`config.mk`:
```
export PLATFORM = sky130hd
export DESIGN_NAME = sc_state_game_controller_flat
export DESIGN_NICKNAME = d
export VERILOG_FILES = /design/src/rtl/sc_game_pkg.sv /design/src/rtl/sc_state_game_controller_if.sv /design/src/rtl/sc_counter_hold.sv /design/src/rtl/sc_state_game_controller.sv /design/src/flat_wrapper.sv
export SDC_FILE = /design/constraint.sdc
export NUM_CORES = 1
export LEC_CHECK = 0
export ABC_AREA = 1
export CORE_ASPECT_RATIO = 0.5
export CORE_MARGIN = 10
export CORE_UTILIZATION = 36
export CTS_CLUSTER_SIZE = 25
export DETAILED_ROUTE_END_ITERATION = 7
export PLACE_DENSITY_LB_ADDON = 0.05
export SLEW_MARGIN = 20
export SYNTH_ARGS = -nofsm -noshare
export SYNTH_HDL_FRONTEND = slang
export SYNTH_SLANG_ARGS = --single-unit
```
`constraint.sdc`:
```
create_clock -name SC_StateGAME_CLOCK_50 -period 3.1 [get_ports SC_StateGAME_CLOCK_50]
set_input_delay 0.62 -clock SC_StateGAME_CLOCK_50 [delete_from_list [all_inputs] [get_ports SC_StateGAME_CLOCK_50]]
set_output_delay 0.62 -clock SC_StateGAME_CLOCK_50 [all_outputs]
set_load 0.05 [all_outputs]
```
`src/rtl/sc_game_pkg.sv`:
```
// rtl/sc_game_pkg.sv - shared state encoding and default timing for the Frogger game sequencer
// Default pause length targets 0.5 s at 50 MHz; the sim value keeps benches short.
package sc_game_pkg;

    typedef enum logic [2:0] {
        ST_IDLE     = 3'd0,
        ST_PLAY     = 3'd1,
        ST_DYING    = 3'd2,
        ST_CHECK    = 3'd3,
        ST_NEXTLVL  = 3'd4,
        ST_GAMEOVER = 3'd5,
        ST_WIN      = 3'd6
    } gameState_t;

    localparam int HOLD_CYCLES_DEFAULT = 25000000;
    localparam int HOLD_CYCLES_SIM     = 4;
    localparam int HOLD_WIDTH_DEFAULT  = 25;
    localparam int LEVEL_WIDTH_DEFAULT = 2;
    localparam int MAX_LEVEL_DEFAULT   = 3;

    // Pause states are the only ones that run the hold counter.
    function automatic logic isPauseState(input gameState_t s);
        return (s == ST_DYING) || (s == ST_NEXTLVL);
    endfunction

endpackage

```
`src/rtl/sc_state_game_controller_if.sv`:
```
// rtl/sc_state_game_controller_if.sv - game event inputs and sequencer outputs bundled as one bus
// The controller takes the slave view; the rest of the core takes the master view.
interface sc_state_game_controller_if #(
    parameter int LEVEL_WIDTH = 2
);
    logic                   SC_StateGAME_start_InLow;
    logic                   SC_StateGAME_crash_InLow;
    logic                   SC_StateGAME_goal_InLow;
    logic [1:0]             SC_StateGAME_numLives_In;
    logic                   SC_StateGAME_lose_OutLow;
    logic                   SC_StateGAME_livesReset_OutHigh;
    logic                   SC_StateGAME_frogReset_OutHigh;
    logic [LEVEL_WIDTH-1:0] SC_StateGAME_level_Out;
    logic                   SC_StateGAME_run_OutHigh;
    logic                   SC_StateGAME_gameOver_OutHigh;
    logic                   SC_StateGAME_win_OutHigh;
    logic [2:0]             SC_StateGAME_state_Out;

    modport master (
        output SC_StateGAME_start_InLow, SC_StateGAME_crash_InLow,
               SC_StateGAME_goal_InLow, SC_StateGAME_numLives_In,
        input  SC_StateGAME_lose_OutLow, SC_StateGAME_livesReset_OutHigh,
               SC_StateGAME_frogReset_OutHigh, SC_StateGAME_level_Out,
               SC_StateGAME_run_OutHigh, SC_StateGAME_gameOver_OutHigh,
               SC_StateGAME_win_OutHigh, SC_StateGAME_state_Out
    );

    modport slave (
        input  SC_StateGAME_start_InLow, SC_StateGAME_crash_InLow,
               SC_StateGAME_goal_InLow, SC_StateGAME_numLives_In,
        output SC_StateGAME_lose_OutLow, SC_StateGAME_livesReset_OutHigh,
               SC_StateGAME_frogReset_OutHigh, SC_StateGAME_level_Out,
               SC_StateGAME_run_OutHigh, SC_StateGAME_gameOver_OutHigh,
               SC_StateGAME_win_OutHigh, SC_StateGAME_state_Out
    );
endinterface

```
`src/rtl/sc_counter_hold.sv`:
```
// rtl/sc_counter_hold.sv - reloadable down-counter timing the DYING and NEXTLVL pauses
// Load arms a HOLD_CYCLES-long pause; done is high on its final cycle.
module sc_counter_hold #(
    parameter int HOLD_CYCLES = 4,
    parameter int HOLD_WIDTH  = 25
) (
    input  logic SC_CounterHOLD_CLOCK_50,
    input  logic SC_CounterHOLD_RESET_InHigh,
    input  logic SC_CounterHOLD_load_InHigh,
    input  logic SC_CounterHOLD_enable_InHigh,
    output logic SC_CounterHOLD_done_OutHigh
);

    localparam logic [HOLD_WIDTH-1:0] LOAD_VALUE = HOLD_WIDTH'(HOLD_CYCLES - 1);

    logic [HOLD_WIDTH-1:0] count;

    always_ff @(posedge SC_CounterHOLD_CLOCK_50) begin
        if (SC_CounterHOLD_RESET_InHigh) begin
            count <= '0;
        end else if (SC_CounterHOLD_load_InHigh) begin
            count <= LOAD_VALUE;
        end else if (SC_CounterHOLD_enable_InHigh && (count != '0)) begin
            count <= count - HOLD_WIDTH'(1);
        end
    end

    assign SC_CounterHOLD_done_OutHigh = (count == '0);

endmodule

```
`src/rtl/sc_state_game_controller.sv`:
```
// rtl/sc_state_game_controller.sv - Frogger game sequencer: lives, levels, pauses and run gating
// Every output is a register loaded from the next-state decode, so pulses align with state entry.
module sc_state_game_controller
    import sc_game_pkg::*;
#(
    parameter int HOLD_CYCLES = HOLD_CYCLES_DEFAULT,
    parameter int HOLD_WIDTH  = HOLD_WIDTH_DEFAULT,
    parameter int LEVEL_WIDTH = LEVEL_WIDTH_DEFAULT,
    parameter int MAX_LEVEL   = MAX_LEVEL_DEFAULT
) (
    input  logic                    SC_StateGAME_CLOCK_50,
    input  logic                    SC_StateGAME_RESET_InHigh,
    sc_state_game_controller_if.slave gameBus
);

    gameState_t             state, stateNext;
    logic                   startPrev, startPrevValid, startEdge;
    logic                   holdDone, holdLoad, holdEnable;
    logic                   loseReg, loseNext;
    logic                   livesResetReg, livesResetNext;
    logic                   frogResetReg, frogResetNext;
    logic [LEVEL_WIDTH-1:0] levelReg, levelNext;
    logic                   runReg, gameOverReg, winReg;
    logic                   livesZero;

    // startPrevValid blocks a button held low through reset from looking like a fresh press.
    assign startEdge = startPrevValid && startPrev && !gameBus.SC_StateGAME_start_InLow;
    assign livesZero = (gameBus.SC_StateGAME_numLives_In == 2'd0);

    assign holdLoad   = (stateNext != state);
    assign holdEnable = isPauseState(state);

    sc_counter_hold #(
        .HOLD_CYCLES (HOLD_CYCLES),
        .HOLD_WIDTH  (HOLD_WIDTH)
    ) u_hold (
        .SC_CounterHOLD_CLOCK_50      (SC_StateGAME_CLOCK_50),
        .SC_CounterHOLD_RESET_InHigh  (SC_StateGAME_RESET_InHigh),
        .SC_CounterHOLD_load_InHigh   (holdLoad),
        .SC_CounterHOLD_enable_InHigh (holdEnable),
        .SC_CounterHOLD_done_OutHigh  (holdDone)
    );

    always_comb begin
        stateNext      = state;
        loseNext       = 1'b1;
        livesResetNext = 1'b0;
        frogResetNext  = 1'b0;
        levelNext      = levelReg;
        case (state)
            ST_IDLE, ST_GAMEOVER, ST_WIN: begin
                if (startEdge) begin
                    stateNext      = ST_PLAY;
                    livesResetNext = 1'b1;
                    frogResetNext  = 1'b1;
                    levelNext      = '0;
                end
            end
            ST_PLAY: begin
                // Crash outranks goal; a zero-lives crash must not wrap the lives register.
                if (!gameBus.SC_StateGAME_crash_InLow) begin
                    stateNext = ST_DYING;
                    loseNext  = livesZero;
                end else if (!gameBus.SC_StateGAME_goal_InLow) begin
                    stateNext = ST_NEXTLVL;
                end
            end
            ST_DYING: begin
                if (holdDone) begin
                    stateNext = ST_CHECK;
                end
            end
            ST_CHECK: begin
                if (livesZero) begin
                    stateNext = ST_GAMEOVER;
                end else begin
                    stateNext     = ST_PLAY;
                    frogResetNext = 1'b1;
                end
            end
            ST_NEXTLVL: begin
                if (holdDone) begin
                    if (levelReg == LEVEL_WIDTH'(MAX_LEVEL)) begin
                        stateNext = ST_WIN;
                    end else begin
                        stateNext     = ST_PLAY;
                        frogResetNext = 1'b1;
                        levelNext     = levelReg + LEVEL_WIDTH'(1);
                    end
                end
            end
            default: begin
                stateNext = ST_IDLE;
            end
        endcase
    end

    always_ff @(posedge SC_StateGAME_CLOCK_50) begin
        if (SC_StateGAME_RESET_InHigh) begin
            state          <= ST_IDLE;
            loseReg        <= 1'b1;
            livesResetReg  <= 1'b0;
            frogResetReg   <= 1'b0;
            levelReg       <= '0;
            runReg         <= 1'b0;
            gameOverReg    <= 1'b0;
            winReg         <= 1'b0;
            startPrev      <= 1'b1;
            startPrevValid <= 1'b0;
        end else begin
            state          <= stateNext;
            loseReg        <= loseNext;
            livesResetReg  <= livesResetNext;
            frogResetReg   <= frogResetNext;
            levelReg       <= levelNext;
            runReg         <= (stateNext == ST_PLAY);
            gameOverReg    <= (stateNext == ST_GAMEOVER);
            winReg         <= (stateNext == ST_WIN);
            startPrev      <= gameBus.SC_StateGAME_start_InLow;
            startPrevValid <= 1'b1;
        end
    end

    assign gameBus.SC_StateGAME_lose_OutLow        = loseReg;
    assign gameBus.SC_StateGAME_livesReset_OutHigh = livesResetReg;
    assign gameBus.SC_StateGAME_frogReset_OutHigh  = frogResetReg;
    assign gameBus.SC_StateGAME_level_Out          = levelReg;
    assign gameBus.SC_StateGAME_run_OutHigh        = runReg;
    assign gameBus.SC_StateGAME_gameOver_OutHigh   = gameOverReg;
    assign gameBus.SC_StateGAME_win_OutHigh        = winReg;
    assign gameBus.SC_StateGAME_state_Out          = state;

endmodule

```
`src/flat_wrapper.sv`:
```
// flat-port wrapper written by rule: the top's interface ports become plain ports
module sc_state_game_controller_flat import sc_game_pkg::*;
#(
    parameter int HOLD_CYCLES = HOLD_CYCLES_DEFAULT,
    parameter int HOLD_WIDTH  = HOLD_WIDTH_DEFAULT,
    parameter int LEVEL_WIDTH = LEVEL_WIDTH_DEFAULT,
    parameter int MAX_LEVEL   = MAX_LEVEL_DEFAULT
)
  (SC_StateGAME_CLOCK_50, SC_StateGAME_RESET_InHigh, gameBus_SC_StateGAME_start_InLow, gameBus_SC_StateGAME_crash_InLow, gameBus_SC_StateGAME_goal_InLow, gameBus_SC_StateGAME_numLives_In, gameBus_SC_StateGAME_lose_OutLow, gameBus_SC_StateGAME_livesReset_OutHigh, gameBus_SC_StateGAME_frogReset_OutHigh, gameBus_SC_StateGAME_level_Out, gameBus_SC_StateGAME_run_OutHigh, gameBus_SC_StateGAME_gameOver_OutHigh, gameBus_SC_StateGAME_win_OutHigh, gameBus_SC_StateGAME_state_Out);
  sc_state_game_controller_if #(.LEVEL_WIDTH(LEVEL_WIDTH)) gameBus_i ();
  input  logic SC_StateGAME_CLOCK_50;
  input  logic SC_StateGAME_RESET_InHigh;
  input wire logic [$bits(gameBus_i.SC_StateGAME_start_InLow)-1:0] gameBus_SC_StateGAME_start_InLow;
  input wire logic [$bits(gameBus_i.SC_StateGAME_crash_InLow)-1:0] gameBus_SC_StateGAME_crash_InLow;
  input wire logic [$bits(gameBus_i.SC_StateGAME_goal_InLow)-1:0] gameBus_SC_StateGAME_goal_InLow;
  input wire logic [$bits(gameBus_i.SC_StateGAME_numLives_In)-1:0] gameBus_SC_StateGAME_numLives_In;
  output wire logic [$bits(gameBus_i.SC_StateGAME_lose_OutLow)-1:0] gameBus_SC_StateGAME_lose_OutLow;
  output wire logic [$bits(gameBus_i.SC_StateGAME_livesReset_OutHigh)-1:0] gameBus_SC_StateGAME_livesReset_OutHigh;
  output wire logic [$bits(gameBus_i.SC_StateGAME_frogReset_OutHigh)-1:0] gameBus_SC_StateGAME_frogReset_OutHigh;
  output wire logic [$bits(gameBus_i.SC_StateGAME_level_Out)-1:0] gameBus_SC_StateGAME_level_Out;
  output wire logic [$bits(gameBus_i.SC_StateGAME_run_OutHigh)-1:0] gameBus_SC_StateGAME_run_OutHigh;
  output wire logic [$bits(gameBus_i.SC_StateGAME_gameOver_OutHigh)-1:0] gameBus_SC_StateGAME_gameOver_OutHigh;
  output wire logic [$bits(gameBus_i.SC_StateGAME_win_OutHigh)-1:0] gameBus_SC_StateGAME_win_OutHigh;
  output wire logic [$bits(gameBus_i.SC_StateGAME_state_Out)-1:0] gameBus_SC_StateGAME_state_Out;
  assign gameBus_i.SC_StateGAME_start_InLow = gameBus_SC_StateGAME_start_InLow;
  assign gameBus_i.SC_StateGAME_crash_InLow = gameBus_SC_StateGAME_crash_InLow;
  assign gameBus_i.SC_StateGAME_goal_InLow = gameBus_SC_StateGAME_goal_InLow;
  assign gameBus_i.SC_StateGAME_numLives_In = gameBus_SC_StateGAME_numLives_In;
  assign gameBus_SC_StateGAME_lose_OutLow = gameBus_i.SC_StateGAME_lose_OutLow;
  assign gameBus_SC_StateGAME_livesReset_OutHigh = gameBus_i.SC_StateGAME_livesReset_OutHigh;
  assign gameBus_SC_StateGAME_frogReset_OutHigh = gameBus_i.SC_StateGAME_frogReset_OutHigh;
  assign gameBus_SC_StateGAME_level_Out = gameBus_i.SC_StateGAME_level_Out;
  assign gameBus_SC_StateGAME_run_OutHigh = gameBus_i.SC_StateGAME_run_OutHigh;
  assign gameBus_SC_StateGAME_gameOver_OutHigh = gameBus_i.SC_StateGAME_gameOver_OutHigh;
  assign gameBus_SC_StateGAME_win_OutHigh = gameBus_i.SC_StateGAME_win_OutHigh;
  assign gameBus_SC_StateGAME_state_Out = gameBus_i.SC_StateGAME_state_Out;
  sc_state_game_controller #(.HOLD_CYCLES(HOLD_CYCLES), .HOLD_WIDTH(HOLD_WIDTH), .LEVEL_WIDTH(LEVEL_WIDTH), .MAX_LEVEL(MAX_LEVEL)) u_core (.SC_StateGAME_CLOCK_50(SC_StateGAME_CLOCK_50), .SC_StateGAME_RESET_InHigh(SC_StateGAME_RESET_InHigh), .gameBus(gameBus_i));
endmodule
```
Word-level counts from Yosys, hierarchy flattened
Cells that the tools add are included.
{"block": "totals", "register_bits": 38, "input_bits": 7, "out_inout_bits": 11, "wordCells": 66}
{"block": "classes", "add_sub_neg": 2, "eq_ne": 14, "muxes": 20, "n_bitwise": 2, "reduce_logical": 16}
{"operator": "$mux W25", "count": 2}
{"operator": "$logic_not A25 Y1", "count": 1}
{"operator": "$reduce_bool A25 Y1", "count": 1}
{"operator": "$sub A25 B1 Y25 const B", "count": 1}
{"operator": "$mux W3", "count": 7}
{"operator": "$eq A3 B3 Y1 const B", "count": 5}
{"operator": "$pmux W3 S5", "count": 1}
{"operator": "$eq A3 B1 Y1 const B", "count": 2}
{"operator": "$eq A3 B2 Y1 const B", "count": 2}
{"operator": "$mux W2", "count": 3}
{"operator": "$reduce_or A3 Y1", "count": 2}
{"operator": "$mux W1", "count": 5}
{"operator": "$ne A2 B1 Y1 const B", "count": 2}
{"operator": "$pmux W2 S2", "count": 1}
{"operator": "$reduce_and A4 Y1", "count": 1}
{"operator": "$reduce_bool A2 Y1", "count": 2}
{"operator": "$reduce_or A2 Y1", "count": 2}
{"operator": "$logic_and A1 B1 Y1", "count": 3}
{"operator": "$logic_not A3 Y1", "count": 1}
{"operator": "$ne A3 B3 Y1", "count": 1}
{"operator": "$pmux W1 S3", "count": 1}
{"operator": "$add A2 B1 Y2 const B", "count": 1}
{"operator": "$eq A2 B2 Y1 const B", "count": 1}
{"operator": "$logic_not A2 Y1", "count": 1}
{"operator": "other kinds (4)", "count": 5}

Logic depth before layout (Yosys ltp)
Gate-level depths: netlist of run 1.
{"block": "logic_depth", "word_depth": 6, "mapped_depth": 17, "mapped_depth_nobuf": 16}

By module
Synthesis of run 1 repeated with hierarchy kept, for this count alone.
{"block": "hier_totals", "cells_unflattened": 391, "area_unflattened_um2": 2469.9}
{"module": "sc_counter_hold", "n_inst": 1, "cells_per_inst": 280, "area_each_um2": 1687.9}
{"module": "sc_state_game_controller", "n_inst": 1, "cells_per_inst": 111, "area_each_um2": 782.0}

Worst setup path before layout of run 1
Ideal clock, no wire load.
{"block": "synth_path", "path_type": "reg-to-reg", "from": "register u_core.state[1] (netlist: u_core.gameBus.SC_StateGAME_state_Out[1])", "to": "register u_core.u_hold.count[14]", "arrival_time_ps": 2021, "t_required_ps": 2972, "setup_slack_ps": 951, "path_stages_with_launch": 15, "path_buffers": 1, "path_cell_list": "dfxtp_1 > nand2_1 > nand3_1 > o21ai_1 > nand2_1 > nand2_1 > nor2_1 > nand2_1 > nand2_1 > nand2_1 > nor2_4 > nand2_4 > buf_6 > nor2_1 > nor2_1"}
{"block": "synth_between", "elab_chain_cells": 5}
{"element": "from (decl)", "line": "sc_state_game_controller.sv:16", "source": "gameState_t state, stateNext;"}
{"element": "from (signal assigned)", "line": "sc_state_game_controller.sv:111", "source": "state <= stateNext;"}
{"element": "$eq A3 B3 Y1 (tied with other cells)", "line": "sc_state_game_controller.sv:50", "source": "case (state)"}
{"element": "$reduce_or A3 Y1 or $mux W3 (tied branches)", "line": "sc_state_game_controller.sv:50, sc_state_game_controller.sv:61"}
{"element": "$pmux W3 S5", "line": "sc_state_game_controller.sv:50"}
{"element": "$ne A3 B3 Y1", "line": "sc_state_game_controller.sv:30", "source": "assign holdLoad = (stateNext != state);"}
{"element": "$mux W25 or $reduce_bool A2 Y1 (tied branches)"}
{"element": "to (signal assigned)", "line": "sc_counter_hold.sv:24", "source": "count <= count - HOLD_WIDTH'(1);"}
{"element": "to (decl)", "line": "sc_counter_hold.sv:16", "source": "logic [HOLD_WIDTH-1:0] count;"}
Parallel ways exist; a longest one is shown, timed or not.
A chain may end at the register's enable or synchronous reset.

Worst setup path in the final report of run 1
{"block": "layout_path", "from": "register u_core.state[0] (netlist: u_core.gameBus.SC_StateGAME_state_Out[0])", "to": "output port gameBus_SC_StateGAME_state_Out[0]"}
{"element": "to (decl)", "line": "flat_wrapper.sv:24", "source": "output wire logic [$bits(gameBus_i.SC_StateGAME_state_Out)-1:0] gameBus_SC_StateGAME_state_Out;"}
No word-level cell between the ends.

==> impl_metrics.py, run 1 <==
metrics = {
    "final_layout": {
        "largest-register": "u_core.u_hold.count",
        "mostFrequentLayoutCell": "nand2_1",
        "nets": 339,
        "final_cell_mix": "nand2_1 (57), nor2_1 (54), inv_1 (48)",
        "drive_gt1_frac": 0.121,
        "largest_reg_flops": 25,
        "syn_to_final_growth_pct": 21.6,
        "fin_cells": 403,
        "antenna_cells": 0,
    },
    "clocking": {
        "worstSkewPairLatency_ns": 0.28,
        "ctsRootBufferMaster": "clkbuf_16",
        "ctsHoldBuffers": 0,
        "cts_inserted_buffers": 5,
        "cts_resized": 0,
        "cts_tree": "done",
        "htree_levels": 2,
        "max-clock-path-buffers": 2,
        "postCtsSetupBuffers": 0,
        "clock_sinks": 38,
        "path_clk_slew_ns": 0.06,
    },
    "worst_setup_path": {
        "cp_num_buf_inv": 1,
        "cp-end-kind": "output port",
        "critPathKind": "reg2out",
        "path_cells": "clkdlybuf4s50_1",
        "cp_slowest_stage_delay_ns": 0.87,
        "worstPathRequired_ns": 2.48,
        "cpLargestDelayFamily": "buffers and inverters",
        "arrival_ns": 1.62,
        "crit_slowest_cell": "clkdlybuf4s50_1",
        "cp_max_fo": 7,
        "crit_start": "u_core.gameBus.SC_StateGAME_state_Out[0]$_SDFF_PP0_",
        "regToRegStartpoint": "u_core.u_hold.count[0]$_SDFFE_PP0P_",
        "critical_path.startpoint_type": "flip-flop",
    },
    "pwr": {
        "seqPwrFrac": 0.341,
        "power.density_mw_per_mm2": 714,
        "power_w": 0.00183,
        "ir_drop_uv": 256,
        "power.leakage_nw": 1.21,
        "switching_power_w": 0.000616,
        "power.share.combinational": 0.284,
        "power.internal_w": 0.00122,
        "switching_share": 0.336,
        "p_clk_frac": 0.374,
    },
    "routing": {
        "antenna_left": 0,
        "vias": 1874,
        "dr.pass1.iters": 4,
        "wl_per_cell_um": 12.7,
        "drc": 0,
        "drt_iter0_drc": 165,
        "drt-vias-per-instance": 4.65,
        "totalWireLength_mm": 5.13,
    },
    "placement": {
        "hpwl_mm": 3.91,
        "dp_slack_ns": 0.606,
        "gp_congestion": 0.836,
        "placed_cells": 395,
        "port_buffers": 17,
    },
    "sta": {
        "setup_viol": 0,
        "worstMarginPinSlew_ns": 0.506,
        "hold_viol": 0,
        "tns_ns": 0,
        "fin_ws_ns": 0.857,
        "finalClockSkew_ns": 0.00314,
        "relSlewSlack": 0.662,
        "fmax_mhz": 446,
        "period_minus_slack_ns": 2.24,
        "fin_hold_ws_ns": 0.506,
        "drv_slew": 0,
        "rsz0062_at_grt": "false",
        "period_share": 0.723,
    },
    "logic_synthesis": {
        "yosys.cell_types.count": 32,
        "synth_top_area_cell": "dfxtp_1",
        "yosys.area.top_type_share": 0.360,
        "synth.ff_latch_count": 38,
        "netlist_instances": 306,
        "ys_warn_count": 0,
        "synthTopCellsByArea": "dfxtp_1 (36%), nand2_1 (10%), nor2_1 (9.6%), inv_1 (8.5%), xor2_1 (4.1%)",
        "ys_seq_area_frac": 0.360,
        "avgSynthCellArea_um2": 6.90,
        "synth_area_mm2": 0.00211,
        "synth_nets": 316,
    },
    "grt": {
        "overflow": 0,
        "grt.total_usage": 0.111,
        "antenna_found_initial": 0,
        "grt_pass1_vias": 1730,
        "grt_pass1_wl_mm": 8.52,
        "grt_max_degree": 16,
    },
    "floorplan": {
        "start_util": 0.378,
        "die_w_um": 128,
        "die_h_um": 74.1,
        "fp-row-count": 19,
        "coreArea_mm2": 0.00559,
        "dieArea_mm2": 0.00951,
        "ios": 18,
    },
    "worst_hold_path": {
        "hp-start": "u_core.gameBus.SC_StateGAME_level_Out[1]$_SDFFE_PP0P_",
        "hold_path.class": "reg2reg",
    },
    "run": {
        "cap_violations": 0,
    },
    "outcome": {
        "status": "finished, final reports clean",
    },
}
synth_stat cells:
library cell	number
dfxtp_1	38
nor2_4	4
ha_1	3
inv_1	48
o21ai_0	7
nand2_2	2
xnor2_1	8
nor3_1	8
nand2_4	1
o31ai_1	1
xor2_1	10
nor3_2	1
clkinv_1	1
a211oi_1	1
clkbuf_1	1
nand3b_1	1
inv_2	4
nand2_1	57
o21ai_2	6
buf_6	1
o21bai_2	1
o22ai_1	1
buf_1	1
nand3_2	4
nand3_1	15
o21ai_1	2
nand4_1	9
nor2_1	54
a21oi_1	6
a31oi_1	1
nor4_1	2
nor2_2	7
power by group through the flow:
stage	sequential (W)	combinational, W	clock, W
2_1_floorplan	0.000639	0.000402	0
3_3_place_gp	0.000634	0.000516	0
3_5_place_dp	0.000635	0.000520	0
4_1_cts	0.000625	0.000526	0.000696
5_1_grt	0.000635	0.000598	0.000720
6_report	0.000626	0.000521	0.000687
final cells by class:
type	instances	area (um^2)
clock buffer	6	139
clock inverter	2	60.1
fill	576	3020
inverter	53	199
multi-input combinational	212	1130
sequential	38	761
tap	73	91.3
timing repair buffer	19	185
metrics by stage:
step            util  area [um^2]
2_1_floorplan      -         2110
3_3_place_gp   0.424         2370
3_5_place_dp   0.424         2370
4_1_cts        0.460         2570
5_1_grt        0.460         2570
6_report       0.460         2570
routing by layer:
metal | GRT usage | up-vias | share of wire
met5 | 0 | - | 0
met1 | 0.153 | 824 | 0.55
met2 | 0.162 | 48 | 0.37
li1 | - | 1002 | -
met4 | 0.0298 | 0 | 0
met3 | 0.0383 | 0 | 0.080
final timing paths:
path	to	slack [ns]	cells after the start
setup / recovery	gameBus_SC_StateGAME_state_Out[0]	0.86	1
hold / removal	u_core.gameBus.SC_StateGAME_level_Out[1]$_SDFFE_PP0P_	0.51	2
setup reg to reg	u_core.u_hold.count[0]$_SDFFE_PP0P_	0.89	15
hold reg to reg	u_core.gameBus.SC_StateGAME_level_Out[1]$_SDFFE_PP0P_	0.51	2
cells by family (layout without fill, tap and decap cells):
logic type / Yosys count / after routing / synth area share
buffers and inverters: 56 / 80 / 0.103
AOI/OAI and AO/OA: 26 / 26 / 0.0788
adders and majority gates: 3 / 3 / 0.0178
and+or+nand+nor: 165 / 165 / 0.365
DFF: 38 / 38 / 0.360
xor gates and xnor gates: 18 / 18 / 0.0747
Power figures use the tool's default switching activity.
==> inputs of run 2 (changes only) <==
==> constraint.sdc (replaced) <==
create_clock -name SC_StateGAME_CLOCK_50 -period 2.06 [get_ports SC_StateGAME_CLOCK_50]
set_input_delay 0.412 -clock SC_StateGAME_CLOCK_50 [delete_from_list [all_inputs] [get_ports SC_StateGAME_CLOCK_50]]
set_output_delay 0.412 -clock SC_StateGAME_CLOCK_50 [all_outputs]
set_load 0.05 [all_outputs]
==> impl_metrics.py, run 2 (synthesis results as in run 1) <==
metrics = {
    "placement": {
        "postPlaceCellArea_mm2": 0.00251,
        "hpwl_mm": 4.05,
        "port_buffers": 17,
        "placed_cells": 414,
        "gp_congestion": 0.944,
    },
    "clocking": {
        "path_clk_slew_ns": 0.06,
        "cts_inserted_buffers": 5,
        "htree_levels": 2,
        "max-clock-path-buffers": 2,
        "ctsHoldBuffers": 0,
        "cts_tree": "done",
        "worstSkewPairLatency_ns": 0.28,
        "ctsRootBufferMaster": "clkbuf_16",
        "clock_sinks": 38,
    },
    "pwr": {
        "power.density_mw_per_mm2": 961,
        "p_clk_frac": 0.281,
        "power.leakage_nw": 1.33,
        "seqPwrFrac": 0.345,
        "ir_drop_uv": 421,
        "switching_share": 0.369,
        "power_w": 0.00275,
        "power.internal_w": 0.00173,
        "switching_power_w": 0.00102,
        "power.share.combinational": 0.374,
    },
    "floorplan": {
        "die_h_um": 74.1,
        "start_util": 0.378,
        "coreArea_mm2": 0.00559,
        "ios": 18,
        "fp-row-count": 19,
        "dieArea_mm2": 0.00951,
        "die_w_um": 128,
    },
    "final_layout": {
        "final_cell_mix": "nand2_1 (55), nor2_1 (48), inv_1 (44)",
        "fin_area_mm2": 0.00286,
        "drive_gt1_frac": 0.257,
        "multi_input_area_mm2": 0.00126,
        "syn_to_final_growth_pct": 35.6,
        "fill_cells": 537,
        "largest-register": "u_core.u_hold.count",
        "antenna_cells": 0,
        "mostFrequentLayoutCell": "nand2_1",
        "regArea_um2": 766,
        "fin_cells": 431,
        "nets": 367,
        "largest_reg_flops": 25,
    },
    "sta": {
        "setup_viol": 0,
        "period_share": 0.955,
        "finalClockSkew_ns": 0.00344,
        "period_minus_slack_ns": 1.97,
        "fmax_mhz": 508,
        "worstMarginPinSlew_ns": 0.577,
        "fin_hold_ws_ns": 0.489,
        "rsz0062_at_grt": "true",
        "hold_viol": 0,
        "tns_ns": 0,
        "relSlewSlack": 0.612,
        "drv_slew": 0,
    },
    "grt": {
        "grt.total_usage": 0.112,
        "overflow": 0,
        "grt_max_degree": 16,
        "grt_pass1_wl_mm": 8.60,
        "grt_pass1_vias": 1802,
        "antenna_found_initial": 0,
    },
    "routing": {
        "drt_iter0_drc": 228,
        "drt-vias-per-instance": 4.67,
        "totalWireLength_mm": 5.39,
        "dr.pass1.iters": 4,
        "antenna_left": 0,
        "maxUsedRoutingLayer": "met4",
        "wl_met3_um": 432,
        "wl_per_cell_um": 12.5,
        "met2_length_mm": 2.03,
        "wl_met1_mm": 2.89,
        "vias": 2011,
        "drc": 0,
    },
    "worst_setup_path": {
        "cp-end-kind": "flip-flop",
        "worstPathRequired_ns": 2.24,
        "arrival_ns": 2.14,
        "critical_path.startpoint_type": "input pin",
        "cp_max_fo": 8,
        "critPathKind": "in2reg",
    },
    "outcome": {
        "status": "finished, final reports clean",
    },
    "run": {
        "cap_violations": 0,
    },
    "worst_hold_path": {
        "hold_path.class": "reg2reg",
    },
}
-- run 2: cell count changes in the layout (fill, tap and decap cells not counted), sizes merged --
cell	change
clkdlybuf4s50	-1
bufinv	-2
nand2	+1
clkinv	+1
buf	+28
clkbuf	+1
-- run 2: path summary, 6_finish.rpt --
| kind | start | end | slack [ns] | cells past startpoint |
|---|---|---|---|---|
| setup reg to reg | u_core.u_hold.count[6]$_SDFFE_PP0P_ | u_core.u_hold.count[3]$_SDFFE_PP0P_ | 0.11 | 15 |
| hold reg to reg | u_core.gameBus.SC_StateGAME_level_Out[1]$_SDFFE_PP0P_ | u_core.gameBus.SC_StateGAME_level_Out[1]$_SDFFE_PP0P_ | 0.49 | 2 |
| setup / recovery | gameBus_SC_StateGAME_crash_InLow | u_core.u_hold.count[3]$_SDFFE_PP0P_ | 0.09 | 11 |
| hold / removal | u_core.gameBus.SC_StateGAME_level_Out[1]$_SDFFE_PP0P_ | u_core.gameBus.SC_StateGAME_level_Out[1]$_SDFFE_PP0P_ | 0.49 | 2 |
-- run 2: through the flow --
stage	utilization	worst slack, ns
2_1_floorplan	-	0.0529
3_3_place_gp	0.449	-0.195
3_5_place_dp	0.449	-0.197
4_1_cts	0.476	0.00388
5_1_grt	0.512	-0.0314
6_report	0.512	0.0930
-- run 2: cell type report --
class	instances	area share
clock buffers	7	0.0498
clock inverters	1	0.00175
inverters	53	0.0695
multi-input cells	213	0.439
flip-flops and latches	38	0.268
well taps	73	0.0319
repair buffers	46	0.140
-- run 2: power groups by stage --
stage / Clock, W / Sequential, W / Combinational [W]
after global routing: 0.000822 / 0.000961 / 0.00115
after CTS: 0.000796 / 0.000939 / 0.000855
after global placement: 0 / 0.000955 / 0.000844
final: 0.000772 / 0.000949 / 0.00103
after detailed placement: 0 / 0.000953 / 0.000850
after floorplan: 0 / 0.000962 / 0.000605
-- run 2: routing by layer --
| layer | track usage | up-vias |
|---|---|---|
| met1 | 0.161 | 890 |
| met2 | 0.150 | 53 |
| met4 | 0.0360 | 0 |
| met5 | 0 | - |
| li1 | - | 1061 |
| met3 | 0.0397 | 7 |
-- run 2: worst max-delay path, stage by stage --
cell and delay (ns):
clkdlybuf4s50_1 0.52, nand3_1 0.10, a211oi_1 0.28, nor2_2 0.09, nand2_2 0.10, a21oi_2 0.07, nor2_4 0.14, buf_12 0.14
nand2_8 0.08, o21ai_0 0.15, inv_1 0.05
-- run 2: repair_timing --
action                                 in CTS  in global routing
buffers inserted                            0                  8
setup endpoints to repair                   0                 25
endpoints found under the hold margin       0                  0
resized for setup                           0                 34
==> inputs of run 3 (changes only) <==
--- a/config.mk
+++ b/config.mk
@@ -6,7 +6,6 @@
 export NUM_CORES = 1
 export LEC_CHECK = 0
 export ABC_AREA = 1
-export CORE_ASPECT_RATIO = 0.5
 export CORE_MARGIN = 10
 export CORE_UTILIZATION = 36
 export CTS_CLUSTER_SIZE = 25
==> impl_metrics.py, run 3 (synthesis results as in run 1) <==
metrics = {
    "outcome": {
        "status": "finished, final reports clean",
    },
    "worst_setup_path": {
        "critPathKind": "reg2reg",
        "cp_max_fo": 5,
        "regToRegStartpoint": "u_core.u_hold.count[0]$_SDFFE_PP0P_",
        "critical_path.startpoint_type": "flip-flop",
        "reg2reg_slack_ns": 0.07,
        "cp-end-kind": "flip-flop",
        "r2r.worst_path.cells": 16,
        "arrival_ns": 2.18,
        "worstPathRequired_ns": 2.25,
        "r2r-end": "u_core.u_hold.count[13]$_SDFFE_PP0P_",
    },
    "sta": {
        "setup_viol": 0,
        "period_minus_slack_ns": 1.99,
        "hold_viol": 0,
        "fmax_mhz": 504,
        "drv_slew": 0,
        "worstMarginPinSlew_ns": 0.531,
        "fin_hold_ws_ns": 0.489,
        "rsz0062_at_grt": "true",
        "relSlewSlack": 0.643,
        "period_share": 0.964,
        "fin_ws_ns": 0.0750,
        "finalClockSkew_ns": 0.0108,
    },
    "clocking": {
        "path_clk_slew_ns": 0.08,
        "clock_sinks": 38,
        "htree_levels": 2,
        "cts_inserted_buffers": 5,
        "cts_tree": "done",
        "max-clock-path-buffers": 2,
        "worstSkewPairLatency_ns": 0.29,
        "ctsRootBufferMaster": "clkbuf_8",
    },
    "placement": {
        "port_buffers": 17,
        "hpwl_mm": 4.02,
        "placed_cells": 417,
        "dp_slack_ns": -0.184,
        "gp_congestion": 0.831,
    },
    "worst_hold_path": {
        "min_to": "u_core.gameBus.SC_StateGAME_level_Out[0]$_SDFFE_PP0P_",
        "hp-start": "u_core.gameBus.SC_StateGAME_level_Out[0]$_SDFFE_PP0P_",
        "hold_path.class": "reg2reg",
        "hold_depth": 1,
    },
    "final_layout": {
        "final_cell_mix": "nand2_1 (50), nor2_1 (46), inv_1 (45)",
        "fill_cells": 596,
        "regArea_um2": 766,
        "antenna_cells": 0,
        "syn_to_final_growth_pct": 37.5,
        "nets": 374,
        "largest_reg_flops": 25,
        "mostFrequentLayoutCell": "nand2_1",
        "largest-register": "u_core.u_hold.count",
        "multi_input_area_mm2": 0.00128,
        "drive_gt1_frac": 0.285,
        "fin_cells": 437,
    },
    "grt": {
        "grt.total_usage": 0.119,
        "grt_pass1_wl_mm": 8.64,
        "grt_max_degree": 13,
        "antenna_found_initial": 0,
        "grt_pass1_vias": 1802,
        "overflow": 0,
    },
    "pwr": {
        "p_clk_frac": 0.235,
        "ir_drop_uv": 421,
        "power_w": 0.00269,
        "switching_power_w": 0.00102,
        "power.share.combinational": 0.414,
        "power.internal_w": 0.00167,
        "seqPwrFrac": 0.351,
        "switching_share": 0.379,
        "power.leakage_nw": 1.35,
        "power.density_mw_per_mm2": 926,
    },
    "floorplan": {
        "dieArea_mm2": 0.00933,
        "coreArea_mm2": 0.00561,
        "fp-row-count": 27,
        "die_h_um": 96.6,
        "die_w_um": 96.6,
        "ios": 18,
        "start_util": 0.376,
    },
    "run": {
        "cap_violations": 0,
    },
    "routing": {
        "wl_per_cell_um": 12.4,
        "drc": 0,
        "totalWireLength_mm": 5.41,
        "drt_iter0_drc": 81,
        "drt-vias-per-instance": 4.62,
        "antenna_left": 0,
        "dr.pass1.iters": 4,
        "vias": 2018,
    },
}
## run 3: cell count changes in the layout (fill, tap and decap cells not counted), sizes merged
cell / delta
buf: +7
bufinv: +1
clkinv: -1
## run 3: layer usage
metal | vias up | wire length, um | global-route usage | share of wire
met2 | 13 | 2420 | 0.178 | 0.45
met5 | - | 0 | 0 | 0
met1 | 930 | 2800 | 0.164 | 0.52
met4 | 0 | 51 | 0.0351 | 0.0094
li1 | 1069 | - | - | -
met3 | 6 | 136 | 0.0316 | 0.025
## run 3: area by class of cell
| type | instances | area share |
|---|---|---|
| Clock buffer | 7 | 0.0263 |
| Clock inverter | 1 | 0.0103 |
| Inverter | 53 | 0.0685 |
| Multi-Input combinational cell | 213 | 0.442 |
| Sequential cell | 38 | 0.264 |
| Tap cell | 72 | 0.0310 |
| Timing Repair Buffer | 53 | 0.158 |
## run 3: through the flow
step	setup TNS [ns]	utilization	area, um^2
final	0	0.518	2900
after CTS	0	0.484	2710
after detailed placement	-2.78	0.453	2540
after floorplan	0	-	2110
after global placement	-2.45	0.453	2540
after global routing	-0.257	0.518	2900
## run 3: worst max-delay path by stage
stage | startpoint | endpoint | cells after the start
floorplan | u_core.gameBus.SC_StateGAME_state_Out[2]$_SDFF_PP0_ | u_core.u_hold.count[14]$_SDFFE_PP0P_ | 12
global placement | gameBus_SC_StateGAME_start_InLow | u_core.u_hold.count[0]$_SDFFE_PP0P_ | 14
detailed placement | gameBus_SC_StateGAME_start_InLow | u_core.u_hold.count[0]$_SDFFE_PP0P_ | 14
CTS | u_core.u_hold.count[1]$_SDFFE_PP0P_ | u_core.u_hold.count[22]$_SDFFE_PP0P_ | 16
global route | u_core.u_hold.count[0]$_SDFFE_PP0P_ | u_core.u_hold.count[13]$_SDFFE_PP0P_ | 16
finish | u_core.u_hold.count[0]$_SDFFE_PP0P_ | u_core.u_hold.count[13]$_SDFFE_PP0P_ | 16
## run 3: worst max-delay path, cell delays in order (launching register included)
cell and delay (ns):
dfxtp_2 0.33, inv_2 0.05, ha_4 0.15, inv_2 0.06, nor2_4 0.04, nand2_2 0.08, nor2_4 0.04, nand3_2 0.07
buf_4 0.13, nand2_2 0.08, nor2_4 0.18, nand3_2 0.13, nor2_4 0.19, buf_4 0.14, xor2_2 0.06, o21ai_2 0.13
inv_1 0.04
## run 3: power groups by stage
stage / sequential, W / clock (W) / combinational [W]
finish: 0.000945 / 0.000631 / 0.00111
global route: 0.000960 / 0.000691 / 0.00123
CTS: 0.000931 / 0.000655 / 0.000969
detailed placement: 0.000948 / 0 / 0.000882
global placement: 0.000947 / 0 / 0.000882
floorplan: 0.000962 / 0 / 0.000605
## run 3: timing repair
| item | CTS | global route |
|---|---|---|
| cloned | 1 | 0 |
| endpoints found under the setup margin | 4 | 25 |
| pin swaps | 1 | 17 |
| buffers inserted | 3 | 8 |
| hold buffers | 0 | 0 |
| resized for setup | 3 | 41 |
